<file path="src/rtl/out_mon_pkg.sv">
// -----------------------------------------------------------------------------
// out_mon_pkg
//   Shared types and limits for the OUT window monitor.
//   - state_t    : FSM state encoding (IDLE, RUN, HOLD), 2 bits
//   - WINDOW_MAX : largest legal WINDOW value
// -----------------------------------------------------------------------------
package out_mon_pkg;

  typedef enum logic [1:0] {
    IDLE = 2'd0,
    RUN  = 2'd1,
    HOLD = 2'd2
  } state_t;

  localparam int WINDOW_MAX = 255;

endpackage

</file>
<file path="src/rtl/rise_detect.sv">
// -----------------------------------------------------------------------------
// rise_detect
//   Holds the previously sampled bit and flags a 0->1 transition on the
//   sample being taken this cycle.
// Ports
//   clk    in   rising-edge clock
//   rst_n  in   asynchronous active-low reset (prev -> 0)
//   clear  in   synchronous clear of prev
//   en     in   a sample is taken this cycle
//   d      in   sampled bit
//   rise   out  combinational: en & d & ~prev
// -----------------------------------------------------------------------------
module rise_detect (
  input  logic clk,
  input  logic rst_n,
  input  logic clear,
  input  logic en,
  input  logic d,
  output logic rise
);

  logic prev;

  // prev resets to 0, so a 1 on the very first sample counts as a rise.
  assign rise = en & d & ~prev;

  // NOTE: sequential state uses non-blocking assignments so every register
  // samples values from before the clock edge, independent of block order.
  always_ff @(posedge clk or negedge rst_n) begin
    if (!rst_n) begin
      prev <= 1'b0;
    end else if (clear) begin
      prev <= 1'b0;
    end else if (en) begin
      prev <= d;
    end
  end

endmodule

</file>
<file path="src/rtl/out_window_monitor.sv">
// -----------------------------------------------------------------------------
// out_window_monitor
//   Samples the single-bit OUT of the upstream combinational block on each
//   sample_en strobe over a window of WINDOW samples, then presents the number
//   of 1s and the number of 0->1 transitions on a valid/ready result port.
// Parameters
//   WINDOW  samples per window, legal range 2..WINDOW_MAX
//   CNT_W   derived counter width, $clog2(WINDOW+1)
// Ports
//   clk, rst_n   clock, asynchronous active-low reset
//   start        begins a window (honoured only in IDLE)
//   abort        drops the current window, back to IDLE (highest priority)
//   sample_en    sample strobe for out_in
//   out_in       OUT of the upstream block
//   busy         1 while collecting (RUN)
//   res_valid    result valid (HOLD)
//   res_ready    consumer accepts the result
//   ones_cnt     sampled 1s in the window
//   rise_cnt     0->1 transitions in the window
//   overrun      sticky: a strobe arrived while the result was held
// -----------------------------------------------------------------------------
module out_window_monitor
  import out_mon_pkg::*;
#(
  parameter  int WINDOW = 16,
  localparam int CNT_W  = $clog2(WINDOW + 1)
) (
  input  logic             clk,
  input  logic             rst_n,
  input  logic             start,
  input  logic             abort,
  input  logic             sample_en,
  input  logic             out_in,
  output logic             busy,
  output logic             res_valid,
  input  logic             res_ready,
  output logic [CNT_W-1:0] ones_cnt,
  output logic [CNT_W-1:0] rise_cnt,
  output logic             overrun
);

  localparam logic [CNT_W-1:0] LAST_IDX = CNT_W'(WINDOW - 1);

  state_t           state;
  state_t           state_nx;
  logic [CNT_W-1:0] idx;
  logic             take;
  logic             last_sample;
  logic             start_ok;
  logic             clear;
  logic             rise;

  // abort outranks everything, so it masks every other action this cycle.
  assign take        = (state == RUN) && sample_en && !abort;
  assign last_sample = take && (idx == LAST_IDX);
  assign start_ok    = (state == IDLE) && start && !abort;
  assign clear       = abort || start_ok;

  assign busy      = (state == RUN);
  assign res_valid = (state == HOLD);

  rise_detect u_rise_detect (
    .clk   (clk),
    .rst_n (rst_n),
    .clear (clear),
    .en    (take),
    .d     (out_in),
    .rise  (rise)
  );

  always_ff @(posedge clk or negedge rst_n) begin
    if (!rst_n) begin
      state <= IDLE;
    end else begin
      state <= state_nx;
    end
  end

  // NOTE: state_nx gets a default before any branch so no path leaves it
  // unassigned, which would otherwise infer a latch.
  always_comb begin
    state_nx = state;
    if (abort) begin
      state_nx = IDLE;
    end else begin
      unique case (state)
        IDLE:    if (start)       state_nx = RUN;
        RUN:     if (last_sample) state_nx = HOLD;
        // start in the accepting cycle is deliberately ignored: IDLE only.
        HOLD:    if (res_ready)   state_nx = IDLE;
        default:                  state_nx = IDLE;
      endcase
    end
  end

  // Counts cannot wrap: at most WINDOW increments and WINDOW < 2**CNT_W.
  always_ff @(posedge clk or negedge rst_n) begin
    if (!rst_n) begin
      ones_cnt <= '0;
      rise_cnt <= '0;
      idx      <= '0;
    end else if (clear) begin
      ones_cnt <= '0;
      rise_cnt <= '0;
      idx      <= '0;
    end else if (take) begin
      ones_cnt <= ones_cnt + CNT_W'(out_in);
      rise_cnt <= rise_cnt + CNT_W'(rise);
      idx      <= idx + 1'b1;
    end
  end

  // Sticky until the next accepted start; abort leaves it untouched.
  always_ff @(posedge clk or negedge rst_n) begin
    if (!rst_n) begin
      overrun <= 1'b0;
    end else if (start_ok) begin
      overrun <= 1'b0;
    end else if ((state == HOLD) && sample_en && !abort) begin
      overrun <= 1'b1;
    end
  end

endmodule
</file>
<file path="config.mk">
export PLATFORM = sky130hd
export DESIGN_NAME = out_window_monitor
export DESIGN_NICKNAME = d
export VERILOG_FILES = /design/src/rtl/out_mon_pkg.sv /design/src/rtl/rise_detect.sv /design/src/rtl/out_window_monitor.sv
export SDC_FILE = /design/constraint.sdc
export NUM_CORES = 1
export LEC_CHECK = 0
export CAP_MARGIN = 10
export CORE_MARGIN = 10
export CORE_UTILIZATION = 49
export DETAILED_ROUTE_END_ITERATION = 12
export HOLD_SLACK_MARGIN = 0.02
export PLACE_DENSITY_LB_ADDON = 0.15
export SYNTH_ARGS = -nofsm -noshare
export SYNTH_HDL_FRONTEND = slang
export SYNTH_SLANG_ARGS = --single-unit
</file>
<file path="constraint.sdc">
create_clock -name clk -period 2.65 [get_ports clk]
set_input_delay 0.3975 -clock clk [delete_from_list [all_inputs] [get_ports clk]]
set_output_delay 0.3975 -clock clk [all_outputs]
set_load 0.1 [all_outputs]
</file>
==> results.yml, run 1 <==
logic_synthesis:
  syn_nets: 116
  ys_seq_area_share_pct: 48.3
  yosys-top-cells-area: "dfrtp_1, ha_1, nand2_1"
  yosysWarnings: 0
  yosysTopAreaCell: "dfrtp_1"
  yosysTopAreaCellShare_pct: 48.3
  synth_cells: 103
  syn_area_um2: 983
  ys_ff_latch: 19
  synth_cell_types: 27
  avgSynthCellArea_um2: 9.55
clock_tree:
  path_clk_slew_ns: 0.11
  root_buffer: "clkbuf_4"
  cts_tree: "yes"
  cts_inserted_buffers: 3
  cts_hold_buf: 0
  cts_resized: 0
  cts_max_path_buffers: 2
  clkSinkCount: 19
  h-tree-depth: 1
  post_cts_buffers: 0
  worstSkewPairLatency_ns: 0.31
place:
  port_buffers: 19
  hpwl_mm: 1.47
  place_area_mm2: 0.00115
  gp_congestion: 0.714
  dp_cells: 146
sta:
  hold_viol_final: 0
  rsz0062_at_grt: "no"
  clock_skew_ns: 0.00186
  max_freq_ghz: 0.497
  slew_headroom_pct: 43.7
  finalSetupTns_ns: 0
  layout_min_cycle_time_ns: 2.01
  fin_crit_sh_pct: 76.0
  worst_slew_pin_slew_ns: 0.841
  holdWs_ns: 0.525
  setup_viol: 0
  drv_slew: 0
flow_run:
  maxCapViolCount: 0
setup_path:
  cp_common_cell: "ha_1"
  start_kind: "primary input"
  path_max_fanout: 6
  crit_path_cell_trace: "clkdlybuf4s50_1 -> nand4bb_1 -> nor3b_2 -> ha_1 -> ha_1 -> nand3_1 -> or3_1 -> a21oi_1"
  slowest_stage: "clkdlybuf4s50_1"
  end_kind: "register"
  arrival_ns: 2.25
  worstPathRequired_ns: 2.88
  cpPeakStageDelay_ns: 0.49
  r2r_slack_ns: 0.75
  path_class: "primary input to register"
global_route:
  grt.total_usage_pct: 10.4
  grt_max_degree: 27
  grt_pass1_wl_mm: 3.55
  antenna_found_initial: 0
  grt_pass1_vias: 793
  overflow: 0
die:
  initial_core_util_pct: 50.6
  pin_count: 20
  core.rowCount: 16
  die_h_um: 64.8
  core_mm2: 0.00194
  die_area_mm2: 0.00420
  die_w_um: 64.8
final_layout:
  nNetsFinal: 137
  register_area_um2: 475
  fillCellCount: 175
  stdcell_area_mm2: 0.00117
  area_growth_pct: 19.5
  multi_input_comb_area_um2: 454
  drive_gt1_share_pct: 16.3
  instances_no_fill: 150
  antenna_cells: 0
  post-route-util_pct: 60.5
routing:
  drc: 0
  postRouteAntennaNets: 0
  firstDrtPassIters: 3
  routed_wl_mm: 2.00
  via_per_inst: 5.36
  wire_per_inst_um: 13.3
  num_vias: 804
  drtIter0Drc: 12
worst_hold_path:
  hp-class: "register to register"
status:
  status: "finished clean"
pwr:
  power.density_mw_per_mm2: 428
  p_leak_nw: 0.532
  ir_drop_mv: 0.279
[cells by family (layout without fill, tap and decap cells)]
kind of cell               Yosys count  in the layout  share of synthesized area [%]
adders and majority gates            6              6                           7.63
and+or+nand+nor                     40             40                           22.9
AOI/OAI and AO/OA                   29             29                           15.7
DFF                                 19             19                           48.3
buffers and inverters                9             29                           5.47
[area by class of cell]
| cell class | instances | share of cell area (%) |
|---|---|---|
| Inverter | 5 | 1.60 |
| Timing Repair Buffer | 20 | 14.1 |
| Clock buffer | 3 | 1.92 |
| Multi-Input combinational cell | 75 | 38.7 |
| Sequential cell | 19 | 40.5 |
| Tap cell | 27 | 2.88 |
| Clock inverter | 1 | 0.426 |
[layout by cell type (no fill, tap or decap)]
cell             Yosys  final
and3_1               1      1
and2b_1              1      1
o22ai_1              1      1
nor2b_1              1      1
dfrtp_1             19     19
nand2_1             15     15
ha_1                 6      6
or3_1                8      8
inv_1                5      5
a21oi_1             10     10
clkinv_2             0      1
nand4b_1             1      1
a22o_1               1      1
nor3b_2              1      1
nor2_1               2      2
a21o_1               1      1
nand3_1              5      5
clkdlybuf4s50_1      0      6
nand2b_1             1      1
o21ai_1              6      6
and4bb_2             1      1
or3b_1               1      1
buf_4                1     14
clkbuf_4             0      3
o21ai_0              9      9
a31oi_1              1      1
nand4bb_1            1      1
nand4_1              1      1
[cell usage after synthesis]
library cell	instances
nand4b_1	1
a21o_1	1
ha_1	6
nor2b_1	1
and2b_1	1
nand3_1	5
inv_1	5
o22ai_1	1
buf_4	1
a31oi_1	1
dfrtp_1	19
nand2_1	15
or3_1	8
nand4bb_1	1
nor2_1	2
o21ai_0	9
nand4_1	1
o21ai_1	6
buf_2	1
buf_6	2
a21oi_1	10
nor3b_2	1
a22o_1	1
and4bb_2	1
and3_1	1
nand2b_1	1
or3b_1	1
[registers in the layout, summed over array words and instances, names as in the netlist]
name and count:
overrun 1, rise_cnt 5, state 2, ones_cnt 5
idx 5, u_rise_detect.prev 1
[layer usage]
layer	wire length, µm	GRT usage (%)
met5	0	0
met4	52	6.42
met3	120	3.78
met2	904	16.0
met1	925	12.1
[power by group]
group | total [W] | leakage [nW] | internal, W | switching (W)
sequential | 0.000297 | 0.263 | 0.000293 | 0.00000415
clock | 0.000150 | 0.0177 | 0.0000564 | 0.0000940
combinational | 0.0000549 | 0.251 | 0.0000179 | 0.0000370
[critical path: cells and delay by family]
kind	cells	cell delay, ns
buffers and inverters	1	0.49
adder cells (fa/ha/maj)	2	0.36
AND/OR/NAND/NOR	4	0.87
AO/OA/AOI/OAI	1	0.14
[worst paths after layout]
kind | startpoint | end | depth (start not counted)
max | abort | rise_cnt[4] | 8
min | idx[0] | idx[0] | 1
max in group asynchronous | rst_n | state[1] | 1
min reg2reg | idx[0] | idx[0] | 1
max reg2reg | state[1] | rise_cnt[4] | 7
min in group asynchronous | rst_n | idx[3] | 1
[per-stage QoR]
stage / power (W) / setup slack [ns]
detailed placement: 0.000359 / 0.304
floorplan: 0.000336 / 0.465
CTS: 0.000512 / 0.645
finish: 0.000502 / 0.637
global placement: 0.000358 / 0.400
global route: 0.000528 / 0.478
(Power assumes the default switching activity.)
==> inputs of run 2 (changes only) <==
Settings changed: CORE_UTILIZATION 49 to 44.
Clock period 2.65 ns to 1.7 ns, I/O delays scaled along.
==> run 2 against run 1 <==
  * The run now ends with negative setup slack left
  * Cell count up 6.7%
  * Worst hold slack worse by 0.26 ns
  * Via count up 6.3%
  * Clock skew up 0.0017 ns
  * Register-to-register slack worse by 0.78 ns
  * Highest routed layer unchanged
  * Global-route usage up 0.15 points
==> results.yml, run 2 (same netlist as run 1, synthesis figures left out) <==
clock_tree:
  cts_tree: "yes"
  h-tree-depth: 1
  root_buffer: "clkbuf_4"
  cts_max_path_buffers: 2
  cts_hold_buf: 0
  cts_inserted_buffers: 3
  clkSinkCount: 19
  path_clk_slew_ns: 0.11
  worstSkewPairLatency_ns: 0.30
setup_path:
  end_kind: "register"
  worstPathRequired_ns: 1.95
  critical_path.endpoint: "rise_cnt[2]"
  r2r-start: "state[1]"
  reg2reg_depth: 7
  regToRegEndpoint: "rise_cnt[2]"
  path_max_fanout: 2
  arrival_ns: 2.00
  r2r_slack_ns: -0.03
  startpoint: "abort"
  start_kind: "primary input"
  path_class: "primary input to register"
sta:
  hold_viol_final: 0
  max_freq_ghz: 0.572
  worst_slew_pin_slew_ns: 0.247
  setup_viol: 2
  rsz0062_at_grt: "yes"
  holdWs_ns: 0.265
  setup_slack_ns: -0.0491
  drv_slew: 0
  slew_headroom_pct: 83.5
  fin_crit_sh_pct: 103
  layout_min_cycle_time_ns: 1.75
  clock_skew_ns: 0.00352
pwr:
  p_leak_nw: 0.600
  ir_drop_mv: 0.424
  power.density_mw_per_mm2: 563
global_route:
  grt_pass1_wl_mm: 3.67
  grt_max_degree: 27
  overflow: 0
  antenna_found_initial: 0
  grt.total_usage_pct: 10.6
  grt_pass1_vias: 795
routing:
  wire_per_inst_um: 13.5
  postRouteAntennaNets: 0
  drc: 0
  drtIter0Drc: 22
  firstDrtPassIters: 4
  routed_wl_mm: 2.16
  num_vias: 855
  via_per_inst: 5.34
place:
  place_area_mm2: 0.00137
  port_buffers: 19
  gp_congestion: 0.749
final_layout:
  layout_common_cells: "dfrtp_1, nand2_1, buf_12"
  drive_gt1_share_pct: 27.3
  reg_top3: "idx x5, ones_cnt x5, rise_cnt x5"
  register_area_um2: 478
  nNetsFinal: 146
  antenna_cells: 0
  multi_input_comb_area_um2: 493
  final_common_cell: "dfrtp_1"
  area_growth_pct: 47.1
  post-route-util_pct: 66.7
  stdcell_area_mm2: 0.00145
  fillCellCount: 189
worst_hold_path:
  hp-class: "primary input to asynchronous set/reset pin"
die:
  initial_core_util_pct: 45.3
  die_area_mm2: 0.00453
  core_mm2: 0.00217
  pin_count: 20
  die_h_um: 67.3
  core.rowCount: 17
  die_w_um: 67.3
flow_run:
  maxCapViolCount: 0
status:
  status: "finished, violations left"
  violations: "negative setup slack"
run 2: changes by cell type in the layout (fill, tap and decap cells not counted), sizes merged:
cell / before / now
clkinv: 1 / 0
buf: 14 / 23
clkbuf: 3 / 4
run 2: worst min-delay path by stage:
stage,from,end,slack (ns),cells after the start
5_1_grt,rst_n,rise_cnt[3],0.27,2
4_1_cts,rst_n,rise_cnt[3],0.26,2
3_3_place_gp,idx[0],idx[0],0.50,1
2_1_floorplan,rst_n,idx[0],-0.04,0
6_report,rst_n,idx[2],0.26,2
3_5_place_dp,idx[0],idx[0],0.50,1
run 2: what timing repair did:
| action | 4_1_cts | 5_1_grt |
|---|---|---|
| pin swaps | 5 | 4 |
| endpoints found under the setup margin | 2 | 7 |
| resized for setup | 3 | 4 |
| gates cloned | 0 | 0 |
| setup buffers | 2 | 1 |
run 2: power by group:
group | leakage [nW] | switching [W] | internal (W)
clock network | 0.0150 | 0.000145 | 0.0000916
logic | 0.326 | 0.0000650 | 0.0000495
registers | 0.260 | 0.00000579 | 0.000457
total | 0.600 | 0.000216 | 0.000598
run 2: area by class of cell:
class	count	share of cell area, %
Tap cell	28	2.42
Timing Repair Buffer	29	27.3
Multi-Input combinational cell	75	34.1
Clock buffer	4	1.82
Inverter	5	1.30
Sequential cell	19	33.0
run 2: metrics by stage:
stage	instances	power (W)	setup TNS [ns]	setup WS (ns)
after CTS	161	0.000822	-0.0416	-0.0416
after global placement	155	0.000581	-0.921	-0.311
final	160	0.000814	-0.0980	-0.0491
after floorplan	103	0.000525	-1.31	-0.386
after detailed placement	155	0.000582	-1.21	-0.355
after global routing	160	0.000853	-0.379	-0.161
run 2: layer usage:
layer	part of all wire, %	global-route usage [%]	wire length (µm)
met1	44	12.5	955
met4	2.8	6.67	61
met5	0	0	0
met2	47	15.6	1020
met3	5.7	4.30	124
run 2: critical path, stage by stage:
cell and delay [ns]:
clkdlybuf4s50_1 0.43, nand4bb_4 0.25, nor3b_2 0.18, ha_2 0.22, ha_4 0.14, inv_2 0.03, or3_1 0.38, a21oi_2 0.11
==> inputs of run 3 (changes only) <==
Settings changed: CORE_ASPECT_RATIO from default to 1.2.
==> run 3 against run 2 <==
  * Clock-buffer cell count did not move
  * Maximum frequency fell by 1.5%
  * The flow still finishes with violations (negative setup slack)
  * Sequential power barely moved
  * Sequential share of layout area fell by 0.40 points
  * Critical path depth fell by 1
  * Worst hold slack improved by 0.022 ns
  * Critical path type is now register to register
  * Routed wire length rose by 9.5%
  * First-iteration DRC count rose by 50%
  * Non-clock buffer count did not move
  * Cell count rose by 1.3%
==> results.yml, run 3 (same netlist as run 1, synthesis figures left out) <==
status:
  status: "finished, violations left"
  violations: "negative setup slack"
routing:
  met1_length_um: 925
  met2_wirelength_mm: 1.23
  routed_wl_mm: 2.36
  top_layer_used: "met4"
  wire_per_inst_um: 14.6
  postRouteAntennaNets: 0
  drc: 0
  num_vias: 882
  drtIter0Drc: 33
  via_per_inst: 5.44
  wl_met3_um: 155
  firstDrtPassIters: 5
final_layout:
  drive_gt1_share_pct: 27.3
  antenna_cells: 0
  reg_top3: "idx x5, ones_cnt x5, rise_cnt x5"
  area_growth_pct: 48.9
  layout_common_cells: "dfrtp_1, nand2_1, buf_12"
  post-route-util_pct: 69.9
  final_common_cell: "dfrtp_1"
  nNetsFinal: 146
worst_hold_path:
  hp-class: "primary input to asynchronous set/reset pin"
place:
  port_buffers: 19
  hpwl_mm: 1.77
  gp_congestion: 0.802
pwr:
  p_leak_nw: 0.610
  power.density_mw_per_mm2: 554
  ir_drop_mv: 0.596
clock_tree:
  worstSkewPairLatency_ns: 0.29
  path_clk_slew_ns: 0.11
  h-tree-depth: 1
  cts_hold_buf: 0
  cts_tree: "yes"
  cts_inserted_buffers: 3
  clkSinkCount: 19
  cts_max_path_buffers: 2
  root_buffer: "clkbuf_4"
global_route:
  overflow: 0
  grt_pass1_wl_mm: 4.24
  grt_pass1_vias: 910
  grt.total_usage_pct: 11.2
  grt_max_degree: 27
  antenna_found_initial: 0
sta:
  rsz0062_at_grt: "yes"
  holdWs_ns: 0.287
  clock_skew_ns: 0.00432
  max_freq_ghz: 0.563
  drv_slew: 0
  slew_headroom_pct: 83.2
  setup_viol: 3
  setup_slack_ns: -0.0762
  layout_min_cycle_time_ns: 1.78
  fin_crit_sh_pct: 104
  worst_slew_pin_slew_ns: 0.252
  hold_viol_final: 0
setup_path:
  reg2reg_depth: 7
  r2r_slack_ns: -0.08
  regToRegEndpoint: "rise_cnt[4]"
  path_max_fanout: 2
  path_class: "register to register"
  worstPathRequired_ns: 1.93
  end_kind: "register"
  arrival_ns: 2.01
  r2r-start: "state[1]"
  critical_path.endpoint: "rise_cnt[4]"
  startpoint: "state[1]"
  start_kind: "register"
flow_run:
  maxCapViolCount: 0
die:
  die_area_mm2: 0.00453
  die_w_um: 63.2
  core_mm2: 0.00209
  core.rowCount: 18
  die_h_um: 71.8
  initial_core_util_pct: 47.0
  pin_count: 20
==> run 3: area by class of cell <==
cell class / instances / area (µm²)
Sequential cell: 19 / 478
Multi-Input combinational cell: 75 / 498
Inverter: 5 / 18.8
Timing Repair Buffer: 29 / 405
Fill cell: 162 / 631
Clock buffer: 4 / 26.3
Tap cell: 30 / 37.5
==> run 3: critical path: stages (launching register included) <==
cell and delay (ns):
dfrtp_1 0.39, nand4bb_4 0.21, nor3b_2 0.20, ha_2 0.24, ha_4 0.14, nand3_2 0.07
or3_1 0.33, a21oi_2 0.14
==> run 3: worst min path at each step <==
stage                       end  slack, ns  startpoint
finish              rise_cnt[4]       0.29       rst_n
global route        rise_cnt[4]       0.30       rst_n
CTS                 rise_cnt[2]       0.29       rst_n
detailed placement       idx[0]       0.51      idx[0]
global placement         idx[0]       0.50      idx[0]
floorplan                idx[0]      -0.04       rst_n
==> run 3: timing repair <==
item	4_1_cts	5_1_grt
setup endpoints to repair	2	3
gates resized for setup	8	1
cloned	0	0
setup buffers	1	0
pin swaps	4	3
==> run 3: report_power, final <==
group | internal, W | switching (W) | total, W
logic | 0.0000498 | 0.0000675 | 0.000117
clock network | 0.0000911 | 0.000139 | 0.000230
registers | 0.000457 | 0.00000606 | 0.000463
total | 0.000598 | 0.000213 | 0.000811
==> run 3: routing by layer <==
metal  up-vias  GRT usage, %
met5         -             0
met4         0          3.48
met3         8          3.73
met2        29          20.2
met1       420          12.0
li1        425             -
==> run 3: through the flow <==
stage                     worst slack, ns  instance area [µm²]  TNS [ns]  total power (W)  instances
after detailed placement           -0.450                 1390     -1.59         0.000587        157
after global placement             -0.326                 1390    -0.988         0.000584        157
after CTS                          -0.136                 1460    -0.227         0.000813        162
after floorplan                    -0.386                  986     -1.31         0.000525        103
final                             -0.0762                 1460    -0.151         0.000811        162
after global routing               -0.204                 1460    -0.526         0.000842        162
